**config.mk**
```make
export PLATFORM = sky130hd
export DESIGN_NAME = rr_grant_scheduler
export DESIGN_NICKNAME = d
export VERILOG_FILES = /design/src/rtl/rr_grant_scheduler.sv
export SDC_FILE = /design/constraint.sdc
export NUM_CORES = 1
export LEC_CHECK = 0
export BUFFER_PORTS_ARGS = -buffer_cell sky130_fd_sc_hd__buf_2
export CAP_MARGIN = 30
export CORE_UTILIZATION = 57
export CTS_CLUSTER_DIAMETER = 30
export DETAILED_ROUTE_END_ITERATION = 10
export GPL_ROUTABILITY_DRIVEN = 0
export PLACE_DENSITY = 0.87
export SYNTH_ARGS = -nofsm -noshare
export SYNTH_HDL_FRONTEND = slang
export SYNTH_SLANG_ARGS = --single-unit
```
**constraint.sdc**
```tcl
create_clock -name clock -period 4.16 [get_ports clock]
set_clock_uncertainty 0.2 [all_clocks]
set_input_delay 0.832 -clock clock [delete_from_list [all_inputs] [get_ports clock]]
set_output_delay 0.832 -clock clock [all_outputs]
set_load 0.03 [all_outputs]
```
**src/rtl/rr_grant_scheduler.sv**
```systemverilog
// Round-robin grant scheduler: N requesters share one resource with a rotating
// priority pointer, bounded hold time under contention, and a dead cycle between owners.
module rr_grant_scheduler #(
  parameter int NREQ     = 4,
  parameter int MAX_HOLD = 4
) (
  input  logic                    clock,
  input  logic                    reset,
  input  logic [NREQ-1:0]         req,
  output logic [NREQ-1:0]         gnt,
  output logic [$clog2(NREQ)-1:0] gnt_id,
  output logic                    gnt_valid,
  output logic                    preempt
);

  localparam int          IDW = $clog2(NREQ);
  localparam int          HW  = $clog2(MAX_HOLD) + 1;
  localparam int unsigned N   = NREQ;

  typedef enum logic [1:0] {
    IDLE    = 2'd0,
    GNT     = 2'd1,
    RELEASE = 2'd2
  } state_t;

  state_t           state_q, state_d;
  logic [IDW-1:0]   owner_q, owner_d;
  logic [IDW-1:0]   ptr_q, ptr_d;
  logic [HW-1:0]    hold_q, hold_d;
  logic             preempt_q, preempt_d;

  logic             found;
  logic [IDW-1:0]   pick;
  int unsigned      idx;

  // Rotating scan starting at ptr; the first hit wins.
  always_comb begin
    found = 1'b0;
    pick  = '0;
    idx   = 0;
    for (int unsigned i = 0; i < N; i++) begin
      idx = 32'(ptr_q) + i;
      if (idx >= N) idx = idx - N;
      if (!found && req[idx[IDW-1:0]]) begin
        found = 1'b1;
        pick  = idx[IDW-1:0];
      end
    end
  end

  // Outputs decode only from registered state and owner.
  always_comb begin
    gnt = '0;
    if (state_q == GNT) gnt[owner_q] = 1'b1;
  end

  assign gnt_valid = (state_q == GNT);
  assign gnt_id    = gnt_valid ? owner_q : '0;
  assign preempt   = (state_q == RELEASE) && preempt_q;

  always_comb begin
    state_d   = state_q;
    owner_d   = owner_q;
    ptr_d     = ptr_q;
    hold_d    = hold_q;
    preempt_d = 1'b0;
    case (state_q)
      IDLE, RELEASE: begin
        if (found) begin
          state_d = GNT;
          owner_d = pick;
          hold_d  = HW'(1);
        end else begin
          state_d = IDLE;
        end
      end
      GNT: begin
        if (!req[owner_q] ||
            ((hold_q == HW'(MAX_HOLD)) && ((req & ~gnt) != '0))) begin
          state_d   = RELEASE;
          preempt_d = req[owner_q];
          ptr_d     = (owner_q == IDW'(NREQ - 1)) ? '0 : owner_q + IDW'(1);
        end else if (hold_q != HW'(MAX_HOLD)) begin
          hold_d = hold_q + HW'(1);
        end
      end
      default: state_d = IDLE;
    endcase
  end

  always_ff @(posedge clock or negedge reset) begin
    if (!reset) begin
      state_q   <= IDLE;
      owner_q   <= '0;
      ptr_q     <= '0;
      hold_q    <= '0;
      preempt_q <= 1'b0;
    end else begin
      state_q   <= state_d;
      owner_q   <= owner_d;
      ptr_q     <= ptr_d;
      hold_q    <= hold_d;
      preempt_q <= preempt_d;
    end
  end

endmodule

```
; ---- Word level (Yosys, flattened, before mapping)
; Cells that the tools add are included.
[totals]
register_bits = 10
in_bits = 6
output_inout_bits = 8
[classes]
n_addsub = 9
n_lt_le_gt_ge = 10
n_eq_ne = 9
n_mux = 36
bitwise_logic = 2
n_reduce_logical = 18
[ops]
columns = op, n
row1 = two-way mux 2 bit, 11
row2 = "< comparator 2 x 3 -> 1 bit, second input constant", 5
row3 = two-way mux 1 bit, 13
row4 = binary-select mux 1 bit (select 2 bit), 5
row5 = ">= comparator 3 bit, second input constant", 3
row6 = two-way mux 3 bit, 3
row7 = "subtractor 2 x 1 -> 2 bit, second input constant", 4
row8 = "adder 2 x 2 -> 3 bit, second input constant", 2
row9 = logical AND 1 bit, 6
row10 = case mux 3 bit (2 select lines), 1
row11 = AND 4 bit, 1
row12 = "equality test 2 bit, second input constant", 2
row13 = logical NOT 1 bit, 4
row14 = two-way mux 4 bit, 1
row15 = "!= test 2 x 1 -> 1 bit, second input constant", 2
row16 = "!= test 2 bit, second input constant", 2
row17 = inverter 4 bit, 1
row18 = case mux 2 bit (2 select lines), 1
row19 = AND reduction 2 bit, 2
row20 = AND reduction 4 bit, 1
row21 = nonzero test 4 bit, 1
row22 = "adder 2 x 1 -> 3 bit, second input constant", 1
row23 = "adder 3 x 1 -> 3 bit, second input constant", 1
row24 = "equality test 3 bit, second input constant", 1
row25 = 10 further kinds, 10

; ---- Depth between registers and ports, before layout
[depth]
depth_word = 16
depth_mapped = 6
mapped_depth_nobuf = 6

; ---- Least setup slack after synthesis
; OpenSTA, ideal clock, no wires.
[synth_path]
path_type = input -> register
from = input port req[3]
to = register hold_q[0]
setup_time_ns = 0.127
t_arrival_ns = 1.886
t_required_ns = 3.833
setup_slack_ns = 1.947
cell_stages = 4
path_buffers = 0
cell_sequence = mux4_2 -> and2_1 -> nand2_1 -> mux2_1
[synth_via]
elab_chain_len = 14
[synth_rtl]
columns = item, line_no
row1 = "start, declared", 9  ; input logic [NREQ-1:0] req,
row2 = binary-select mux 1 bit (select 2 bit), 44  ; if (!found && req[idx[IDW-1:0]]) begin
row3 = two-way mux 1 bit (not written as such), 44
row4 = two-way mux 1 bit, 44
row5 = logical NOT 1 bit, 44
row6 = logical AND 1 bit, 44
row7 = two-way mux 1 bit, 44
row8 = logical NOT 1 bit, 44
row9 = logical AND 1 bit, 44
row10 = two-way mux 1 bit, 44
row11 = logical NOT 1 bit, 44
row12 = logical AND 1 bit, 44
row13 = two-way mux 1 bit, 44
row14 = != test 2 bit (no line), n/a
row15 = AND reduction 4 bit (no line) *, n/a
row16 = "end signal, assigned", 102  ; hold_q <= hold_d;
row17 = "end, declared", 29  ; logic [HW-1:0] hold_q, hold_d;
; Every way passes the cells marked *; elsewhere a longest branch is shown, timed or not. The select of a mux whose other input is x is not followed.
; A chain may end at the register's enable or synchronous reset.

; ---- Final worst setup path
[layout_path]
from = register state_q[1]
to = output port gnt[2]
[layout_via]
elab_chain_len = 2
[layout_rtl]
columns = item, line_no
row1 = "start, declared", 26  ; state_t state_q, state_d;
row2 = "start signal, assigned", 99  ; state_q <= state_d;
row3 = equality test 2 x 1 -> 1 bit, 54  ; if (state_q == GNT) gnt[owner_q] = 1'b1;
row4 = two-way mux 4 bit, 54
row5 = "end, declared", 10  ; output logic [NREQ-1:0] gnt,
; Every way passes these cells.

==> qor.csv <==
stage,metric,value,unit
sta,fmax,397,MHz
sta,rsz0062_at_grt,no,
placement,io_buffer_count,13,
synthesis,synth_ff_type,dfrtp_1,
critical_path,critical_path_class,register to primary output,
route,routed_wl,1.58,mm
sta,worstMarginPinSlew,0.702,ns
synthesis,synth_warnings,0,
clock_tree,cts_sinks,10,
synthesis,synthTopCellsByArea,"dfrtp_1, ha_1, and2_1",
critical_path,cp_top_family,buffers and inverters,
final_layout,drive_gt1_share,25.0,%
synthesis,yosysUniqueCellTypes,32,
critical_path,crit_fanout,11,
route,drc,0,
floorplanning,initial_utilization,64.0,%
final_layout,fin_util,73.7,%
critical_path,crit_required,3.13,ns
floorplanning,core_region_area,1170,um^2
route,viasPerCell,5.82,
power_and_ir_drop,powerDensity,758,nW/um^2
route,drtIter0Drc,28,
sta,relSlewSlack,52.7,%
floorplanning,num_io_pins,14,
clock_tree,post_cts.repair.setup_buffers,0,
global_routing,grt_pass1_wl,2.46,mm
critical_path,start_kind,register,
clock_tree,clkTransAtPathRegs,0.07,ns
floorplanning,die_h,38.3,um
placement,place_inst,106,
power_and_ir_drop,internal_power,0.000348,W
power_and_ir_drop,pwr-share-comb,57.3,%
power_and_ir_drop,clkPwrFrac,13.8,%
synthesis,synth-seq-cells,10,
job,max-cap-violations,0,
global_routing,first_global_vias,584,
critical_path,crit_buf_inv,2,
sta,min_period,2.52,ns
global_routing,grt.overflow.total,0,
floorplanning,rows,12,
critical_path,arrival,1.49,ns
power_and_ir_drop,vdd_drop_max,444,uV
critical_path,worstRegToRegCells,6,
power_and_ir_drop,leakage,0.460,nW
critical_path,path_cells,nand2b_1 > inv_1 > and2_1 > buf_2,
power_and_ir_drop,power,0.000654,W
clock_tree,clock_path_buffers,2,
critical_path,crit_slowest_cell,dfrtp_1,
final_layout,stdcell_count,110,
clock_tree,clkLatencyLatePin,0.28,ns
route,vias,640,
synthesis,synth_edf_count,0,
power_and_ir_drop,swShare,46.8,%
synthesis,async_reset_ff_share,100,%
synthesis,syn_nets,92,
global_routing,track_usage,25.5,%
global_routing,grt_max_degree,12,
synthesis,synth_largest_area_cell,dfrtp_1,
sta,tns,0,ns
power_and_ir_drop,p_switching,0.000306,W
sta,drv_slew,0,
clock_tree,post_cts_resized,0,
clock_tree,cts_tree,yes,
critical_path,critPathCaptureType,primary output,
clock_tree,cts_buffers,3,
final_layout,fin_nets,109,
route,dr.pass1.iters,4,
critical_path,cp.depth,4,
final_layout,area_growth,15.2,%
clock_tree,htreeDepth,1,
global_routing,antenna_found_initial,0,
power_and_ir_drop,power.share.sequential,28.9,%
synthesis,avgSynthCellArea,9.37,um^2
sta,finalSetupViolCount,0,
sta,hold_viol_final,0,
synthesis,ys_seq_area_share,33.4,%
outcome,status,"complete, no violations",
synthesis,synth_top_cell_area_share,33.4,%
clock_tree,cts_hold_buf,0,
floorplanning,die_w,38.3,um
synthesis,synth.cell_area,749,um^2
placement,placed_area,827,um^2
synthesis,syn_inst,80,
clock_tree,root_buffer,clkbuf_4,
floorplanning,die_area,1460,um^2
worst_hold_path,worstHoldPathType,primary input to asynchronous set/reset pin,
sta,post-route-period-util,60.5,%
route,drtAntennaViolNets,0,
route,detail_route.wl_per_cell,14.3,um
final_layout,diodes,0,
placement,hpwl,1.21,mm
critical_path,cpPeakStageDelay,0.37,ns
final_layout,fin_area,863,um^2
synthesis,synth_commonest_cells,"dfrtp_1, inv_1, nand2_1, and2_1, ha_1",
[placed cells by master, fill, tap and decap left out, types with 2 or more instances in the layout]
cell / n
inv_1: 10
o21ai_1: 2
dfrtp_1: 10
nand3_1: 3
nand2_1: 8
nor2_1: 4
clkbuf_4: 3
buf_2: 13
nand2b_1: 4
and2_1: 6
a21oi_1: 2
mux2i_1: 3
ha_1: 6
mux2_4: 2
[logic make-up after synthesis]
logic type	synth area share (%)
and+or+nand+nor	21.2
adders and majority gates	10.0
AOI/OAI and AO/OA	16.7
buffers and inverters	6.18
DFF	33.4
muxes	12.5
[flip-flops by register name, summed over array words and instances, names as in the netlist]
signal,count
owner_q,2
state_q,2
ptr_q,2
hold_q,3
preempt_q,1
[layer usage]
layer  track usage, %  up-vias  wire [um]
met5                0        -          0
met4             10.7        0         34
met3             6.98        5         57
met2             42.4       14        743
met1             30.7      311        739
li1                 -      310          -
[layout make-up]
cell class / instances / area, um^2
well taps: 14 / 17.5
clock buffers: 4 / 36.3
multi-input cells: 58 / 453
repair buffers: 13 / 65.1
inverters: 11 / 41.3
fillers: 92 / 308
flip-flops and latches: 10 / 250
[final timing paths]
kind | to | slack (ns) | startpoint
min in group clock | owner_q[1] | 0.29 | state_q[0]
worst max-delay path | gnt[2] | 1.64 | state_q[1]
worst min register to register | owner_q[1] | 0.29 | state_q[0]
worst max register to register | ptr_q[1] | 2.01 | owner_q[0]
max in group asynchronous | owner_q[0] | 3.37 | reset
worst min-delay path | owner_q[1] | 0.19 | reset
[metrics by stage]
stage / hold slack, ns / worst slack [ns]
2_1_floorplan: 0.252 / 1.95
3_3_place_gp: 0.283 / 1.76
3_5_place_dp: 0.286 / 1.65
4_1_cts: 0.206 / 1.64
5_1_grt: 0.211 / 1.56
6_report: 0.193 / 1.64
[power groups by stage]
stage / combinational, W / sequential [W] / clock [W]
final: 0.000375 / 0.000189 / 0.0000902
after global routing: 0.000410 / 0.000195 / 0.0000946
after CTS: 0.000378 / 0.000188 / 0.0000900
after detailed placement: 0.000375 / 0.000190 / 0
after global placement: 0.000361 / 0.000187 / 0
after floorplan: 0.000295 / 0.000176 / 0
No activity file was read; power rests on OpenSTA's default activity.
